File: src/rtl/rf80386_prefetch_queue.sv
// Instruction-byte prefetch queue between the I-cache bundle port and the decoder.
// Circular byte store with bundle fill, variable consume, flush/redirect and NOP-padded peek.
module rf80386_prefetch_queue #(
    parameter int BUNDLE_BYTES = 16,
    parameter int DEPTH_BYTES  = 32,
    parameter int PEEK_BYTES   = 8,
    parameter int CNT_W        = $clog2(DEPTH_BYTES) + 1
) (
    input  logic                          clk_i,
    input  logic                          rst_i,
    input  logic                          flush_i,
    input  logic [31:0]                   flush_adr_i,
    output logic                          fetch_req_o,
    output logic [31:0]                   fetch_adr_o,
    input  logic [BUNDLE_BYTES*8-1:0]     ibundle_i,
    input  logic                          ihit_i,
    output logic [PEEK_BYTES*8-1:0]       peek_o,
    output logic [CNT_W-1:0]              avail_o,
    output logic [31:0]                   head_adr_o,
    input  logic [$clog2(PEEK_BYTES):0]   consume_i,
    output logic                          ovc_o
);

    localparam int              PTR_W     = $clog2(DEPTH_BYTES);
    localparam logic [CNT_W-1:0] DEPTH_C  = CNT_W'(DEPTH_BYTES);
    localparam logic [CNT_W-1:0] BUNDLE_C = CNT_W'(BUNDLE_BYTES);
    localparam logic [31:0]     RESET_ADR = 32'hFFFF_0000;

    logic [7:0]       mem_q [DEPTH_BYTES];
    logic [7:0]       mem_d [DEPTH_BYTES];
    logic [PTR_W-1:0] rd_ptr_q, rd_ptr_d;
    logic [PTR_W-1:0] wr_ptr_q, wr_ptr_d;
    logic [CNT_W-1:0] count_q, count_d;
    logic [31:0]      fetch_adr_q, fetch_adr_d;
    logic [31:0]      head_adr_q, head_adr_d;
    logic             ovc_q, ovc_d;

    logic [CNT_W-1:0] free_s;
    logic [CNT_W-1:0] consume_ext_s;
    logic [CNT_W-1:0] eff_s;
    logic             overrun_s;
    logic             fetch_req_s;
    logic             fill_s;

    // Request and consume qualification from registered occupancy only.
    always_comb begin
        free_s        = DEPTH_C - count_q;
        consume_ext_s = CNT_W'(consume_i);
        overrun_s     = (consume_ext_s > count_q);
        fetch_req_s   = ~rst_i & ~flush_i & (free_s >= BUNDLE_C);
        fill_s        = fetch_req_s & ihit_i;
        if (overrun_s) begin
            eff_s = count_q;
        end else begin
            eff_s = consume_ext_s;
        end
    end

    // Next-state computation; flush overrides both fill and consume.
    always_comb begin
        mem_d       = mem_q;
        rd_ptr_d    = rd_ptr_q;
        wr_ptr_d    = wr_ptr_q;
        count_d     = count_q;
        fetch_adr_d = fetch_adr_q;
        head_adr_d  = head_adr_q;
        ovc_d       = ovc_q;
        if (flush_i) begin
            rd_ptr_d    = {PTR_W{1'b0}};
            wr_ptr_d    = {PTR_W{1'b0}};
            count_d     = {CNT_W{1'b0}};
            fetch_adr_d = flush_adr_i;
            head_adr_d  = flush_adr_i;
            ovc_d       = 1'b0;
        end else begin
            rd_ptr_d   = rd_ptr_q + PTR_W'(eff_s);
            head_adr_d = head_adr_q + 32'(eff_s);
            if (overrun_s) begin
                ovc_d = 1'b1;
            end else begin
                ovc_d = ovc_q;
            end
            if (fill_s) begin
                for (int k = 0; k < BUNDLE_BYTES; k++) begin
                    mem_d[wr_ptr_q + PTR_W'(k)] = ibundle_i[k*8 +: 8];
                end
                wr_ptr_d    = wr_ptr_q + PTR_W'(BUNDLE_BYTES);
                fetch_adr_d = fetch_adr_q + 32'(BUNDLE_BYTES);
                count_d     = count_q - eff_s + BUNDLE_C;
            end else begin
                count_d = count_q - eff_s;
            end
        end
    end

    // State registers with asynchronous reset to the power-on fetch vector.
    always_ff @(posedge clk_i or posedge rst_i) begin
        if (rst_i) begin
            for (int k = 0; k < DEPTH_BYTES; k++) begin
                mem_q[k] <= 8'h00;
            end
            rd_ptr_q    <= {PTR_W{1'b0}};
            wr_ptr_q    <= {PTR_W{1'b0}};
            count_q     <= {CNT_W{1'b0}};
            fetch_adr_q <= RESET_ADR;
            head_adr_q  <= RESET_ADR;
            ovc_q       <= 1'b0;
        end else begin
            mem_q       <= mem_d;
            rd_ptr_q    <= rd_ptr_d;
            wr_ptr_q    <= wr_ptr_d;
            count_q     <= count_d;
            fetch_adr_q <= fetch_adr_d;
            head_adr_q  <= head_adr_d;
            ovc_q       <= ovc_d;
        end
    end

    // Peek window: bytes beyond the valid count read as NOP.
    always_comb begin
        peek_o = {PEEK_BYTES{8'h90}};
        for (int k = 0; k < PEEK_BYTES; k++) begin
            if (CNT_W'(k) < count_q) begin
                peek_o[k*8 +: 8] = mem_q[rd_ptr_q + PTR_W'(k)];
            end else begin
                peek_o[k*8 +: 8] = 8'h90;
            end
        end
    end

    assign fetch_req_o = fetch_req_s;
    assign fetch_adr_o = fetch_adr_q;
    assign avail_o     = count_q;
    assign head_adr_o  = head_adr_q;
    assign ovc_o       = ovc_q;

endmodule

File: config.mk
export PLATFORM = sky130hd
export DESIGN_NAME = rf80386_prefetch_queue
export DESIGN_NICKNAME = d
export VERILOG_FILES = /design/src/rtl/rf80386_prefetch_queue.sv
export SDC_FILE = /design/constraint.sdc
export NUM_CORES = 1
export LEC_CHECK = 0
export CORE_AREA = 2 2 205 308
export DETAILED_ROUTE_END_ITERATION = 6
export DIE_AREA = 0 0 207 310
export DONT_BUFFER_PORTS = 1
export PLACE_DENSITY = 0.52
export RECOVER_POWER = 100
export SYNTH_ARGS = -nofsm -noshare
export SYNTH_HDL_FRONTEND = slang
export SYNTH_SLANG_ARGS = --single-unit
File: constraint.sdc
create_clock -name clk_i -period 13.9 [get_ports clk_i]
set_input_delay 2.085 -clock clk_i [delete_from_list [all_inputs] [get_ports clk_i]]
set_output_delay 2.085 -clock clk_i [all_outputs]
set_load 0.02 [all_outputs]
# Yosys cells after proc, flatten, opt, wreduce, memory -nomap -nowiden
# Cells that the tools add are included.
# word_totals
ff_bits	337
input_bits	168
elab_cells	256
# classes
addsub	29
magnitude_cmp	50
n_mux	91
bitwise_logic	29
reduce_logical	19
# op_table
op	count
256-bit bitwise mux	16
8-bit demux with 5-bit select	16
8-bit binary-select mux with 5-bit select	8
8-bit two-way mux	40
6-bit >= comparator, second input constant	24
5-bit inverter with 6-bit output	24
6-bit by 1-bit less-than comparator with 1-bit output, second input constant	16
32-bit two-way mux	3
5-bit by 3-bit adder with 5-bit output, second input constant	8
5-bit by 4-bit adder with 5-bit output, second input constant	8
32-bit by 5-bit adder with 32-bit output, second input constant	1
32-bit by 6-bit adder with 32-bit output	1
3-bit by 6-bit less-than comparator with 1-bit output, first input constant	4
5-bit by 2-bit adder with 5-bit output, second input constant	4
6-bit two-way mux	3
1-bit logical AND	16
5-bit two-way mux	3
1-bit by 6-bit less-than comparator with 1-bit output, first input constant	2
2-bit by 6-bit less-than comparator with 1-bit output, first input constant	2
5-bit by 1-bit adder with 5-bit output, second input constant	2
6-bit by 5-bit adder with 6-bit output, second input constant	1
6-bit by 5-bit >= comparator with 1-bit output, second input constant	1
4-bit by 6-bit greater-than comparator with 1-bit output	1
6-bit subtractor	1
8 further kinds	13

# Longest topological paths before layout
# depth
depth_word	21
ltp_mapped	18
ltp_nobuf	17

# Worst setup path before layout
# Ideal clock, no wire load.
# synth_timing
kind	input -> register
startpoint	in rst_i
endpoint	reg mem_q[128] (netlist bit)
setup_time_ns	0.127
t_arrival_ns	11.909
setup_slack_ns	1.863
path_stages	7
path_buffers	2
path_cell_list	inv_1 > nand2_1 > or2_1 > nor3_2 > buf_4 > buf_6 > mux2_1
# synth_between
elab_chain_cells	5
# synth_rtl
element	line	text
start: declaration	10	input logic rst_i,
1-bit inverter	50	fetch_req_s = ~rst_i & ~flush_i & (free_s >= BUNDLE_C);
1-bit bitwise AND (2 in a row)	50	
1-bit bitwise AND	51	fill_s = fetch_req_s & ihit_i;
2-bit AND reduction (no source line)	-	
end signal: assignment	109	mem_q <= mem_d;
end: declaration	29	logic [7:0] mem_q [DEPTH_BYTES];
# Every way passes these cells.
# A chain may end at the register's enable or synchronous reset.

# Final worst setup path
# layout_timing
startpoint	reg rd_ptr_q[0]
endpoint	out peek_o[61]
# layout_between
elab_chain_cells	6
# layout_rtl
element	line	text
start: declaration	31	logic [PTR_W-1:0] rd_ptr_q, rd_ptr_d;
start signal: assignment	102	rd_ptr_q <= {PTR_W{1'b0}};
start signal: assignment	110	rd_ptr_q <= rd_ptr_d;
5-bit by 3-bit adder with 5-bit output	124	peek_o[k*8 +: 8] = mem_q[rd_ptr_q + PTR_W'(k)];
5-bit inverter with 6-bit output (not written as such)	124	
8-bit binary-select mux with 5-bit select	124	
8-bit two-way mux (not written as such) (2 in a row)	124	
8-bit two-way mux	123	if (CNT_W'(k) < count_q) begin
end: declaration	17	output logic [PEEK_BYTES*8-1:0] peek_o,
# Every way passes these cells. The select of a mux whose other input is x is not followed.

==> flow_metrics.env <==
export IMPL_status="complete, but fails checks"
export IMPL_violations="max-capacitance violations, max-slew violations"
export IMPL_antenna_found_initial=23
export IMPL_arrival_ns=7.88
export IMPL_firstDrtPassIters=5
export IMPL_die_x_um=207
export IMPL_postCtsSetupRepairBufs=0
export IMPL_critPathMaxFanout=66
export IMPL_ys_flop_type="dfrtp_1"
export IMPL_synth_cells=1734
export IMPL_holdBufCountCts=0
export IMPL_critPathRequiredTime_ns=11.81
export IMPL_worst_pin_slew_ns=4.584
export IMPL_cts_sinks=333
export IMPL_gr_total_overflow=0
export IMPL_ys_seq_area_share_pct=34.35
export IMPL_num_fill_cells=5670
export IMPL_crit_type="register to output port"
export IMPL_fin_crit_ns=9.961
export IMPL_finalNetCount=1877
export IMPL_area_sequential_um2=8377
export IMPL_final_common_cell="mux4_2"
export IMPL_rsz0062_at_grt="false"
export IMPL_syn_area_um2=24370
export IMPL_grt_pass1_wl_um=128900
export IMPL_end_kind="output port"
export IMPL_drtIter0Drc=1748
export IMPL_fmax_ghz=0.1004
export IMPL_area_growth_pct=7.721
export IMPL_multi_input_area_um2=15050
export IMPL_track_usage_pct=27.73
export IMPL_grt_max_degree=129
export IMPL_synthArstFlopShare_pct=100.0
export IMPL_hold_depth=1
export IMPL_r2r_end="head_adr_o[10]"
export IMPL_root_buffer="clkbuf_16"
export IMPL_r2r_start="avail_o[1]"
export IMPL_io_buffers=0
export IMPL_synth_seq_cells=333
export IMPL_min_period_over_period_pct=71.66
export IMPL_r2r_cells=18
export IMPL_hp_class="register to register"
export IMPL_numCtsBuffers=39
export IMPL_finalSetupViolations=0
export IMPL_vias_per_cell=6.817
export IMPL_fp_coreArea_um2=61660
export IMPL_avgSynthCellArea_um2=14.06
export IMPL_detail_route_antenna_nets=0
export IMPL_drc=0
export IMPL_tns_ns=0
export IMPL_path_clk_slew_ns=0.06
export IMPL_wl_um=89070
export IMPL_die_y_um=310
export IMPL_die_area_um2=64170
export IMPL_hold_path_end="mem_q[182]"
export IMPL_cts_repair_resized=0
export IMPL_start_util_pct=39.53
export IMPL_clkLatencyLatePin_ns=0.58
export IMPL_mostFrequentLayoutCells="372 x mux4_2, 300 x dfrtp_1, 182 x mux2_1"
export IMPL_ys_warn_count=0
export IMPL_final_max_slew_viol_count=477
export IMPL_num_vias=17210
export IMPL_globalplace_congestion=0.9722
export IMPL_ioPinCount=304
export IMPL_num_rows=112
export IMPL_h_tree_depth=2
export IMPL_cts_tree="yes"
export IMPL_worstPathCellList="clkbuf_1, buf_4, buf_4, mux4_2, mux4_2, a22o_1"
export IMPL_worstHoldStart="mem_q[182]"
export IMPL_slowest_stage="clkbuf_1"
export IMPL_finClkSkew_ns=0.03509
export IMPL_slew_headroom_pct=-205.6
export IMPL_ctsLongestPathBuffers=3
export IMPL_finalHoldViolCount=0
export IMPL_drive_gt1_share_pct=33.88
export IMPL_grt_pass1_vias=17490
export IMPL_r2r_slack_ns=8.78
export IMPL_dp_hpwl_um=67320
export IMPL_synth_distinct_cells=61
export IMPL_max_cap_viol_count=9
export IMPL_critPathMaxStageDelay_ns=2.91
export IMPL_synth_edf_count=0
export IMPL_route_detailed_wl_per_inst_um=35.29
export IMPL_worst_setup_path_start_kind="register"
[logic make-up (layout without fill, tap and decap cells)]
logic type | after synthesis | count (layout) | synth area share [%]
multiplexers | 662 | 662 | 47.76
XOR/XNOR | 75 | 75 | 2.695
buffers and inverters | 209 | 180 | 4.030
AND/OR/NAND/NOR | 264 | 264 | 5.236
adder cells (fa/ha/maj) | 31 | 31 | 1.684
other | 1 | 22 | 0.01539
flip-flops | 333 | 333 | 34.35
AO/OA/AOI/OAI | 159 | 159 | 4.225
[worst max path at each step]
stage | start | endpoint | slack, ns | cells after the start
final | rd_ptr_q[0] | peek_o[61] | 3.94 | 6
after global routing | rd_ptr_q[0] | peek_o[61] | 3.17 | 6
after CTS | rd_ptr_q[0] | peek_o[61] | 6.10 | 6
after detailed placement | rd_ptr_q[0] | peek_o[61] | 6.71 | 6
after global placement | rd_ptr_q[0] | peek_o[30] | 6.78 | 6
after floorplan | rst_i | mem_q[128] | 1.86 | 7
[worst max-delay path: cells and delay by family (launching register included)]
kind / cells / cell delay (ns)
multiplexers: 2 / 1.09
flip-flops: 1 / 0.95
buffers and inverters: 3 / 4.79
AO/OA/AOI/OAI: 1 / 0.35
[final cells by class]
type                       instances  area share [%]
inverter                          75           1.077
clock buffer                      55           4.251
clock inverter                    14          0.5194
timing repair buffer              36          0.9197
tap                              798           3.803
antenna                           20          0.1906
multi-input combinational       1193           57.33
sequential                       333           31.91
[registers in the layout (all words and copies together), names as in the netlist]
signal and cells:
fetch_adr_o 32, head_adr_o 32, avail_o 6, rd_ptr_q 5
wr_ptr_q 1, ovc_o 1, mem_q 256
[layer usage]
metal / wire [um] / GRT usage, %
met5: 170 / 0
met4: 6972 / 19.19
met2: 44210 / 46.86
met1: 29540 / 30.12
met3: 8188 / 8.165
[stage by stage]
step	hold WS [ns]	cells	worst slack (ns)	instance area, um^2	utilization (%)
floorplan	0.5049	1735	1.863	24380	-
global placement	0.5291	2435	6.782	25080	40.68
detailed placement	0.5417	2435	6.707	25080	40.68
CTS	0.5542	2504	6.102	26330	42.71
global route	0.5792	2520	3.167	26250	42.56
finish	0.5540	2524	3.939	26260	42.58
[cell usage after synthesis, drive strengths merged (4+ instances only)]
master / n / area [um^2]
a22o: 18 / 157.7
nand4: 15 / 93.84
dfrtp: 301 / 7532
o311ai: 4 / 35.03
dfstp: 32 / 840.8
nand3: 30 / 150.1
a21boi: 4 / 30.03
and2: 4 / 25.02
buf: 104 / 588.1
and3: 8 / 50.05
nand2: 120 / 450.4
xnor2: 41 / 359.1
a21oi: 43 / 215.2
nor2: 29 / 116.4
a21o: 5 / 37.54
o22a: 11 / 96.34
o21ai: 29 / 145.1
nor4: 7 / 62.56
inv: 75 / 281.5
and4: 5 / 43.79
o211ai: 7 / 52.55
nor3: 18 / 100.1
mux2: 285 / 3209
nand2b: 9 / 56.30
xor2: 34 / 297.8
mux4: 372 / 8378
o22ai: 25 / 156.4
mux2i: 5 / 53.80
nor2b: 8 / 50.05
clkbuf: 30 / 112.6
ha: 28 / 350.3
Power is left out: the tool's default activity adds up to more than one toggle a clock period on the data nets, which glitch-free logic cannot reach.
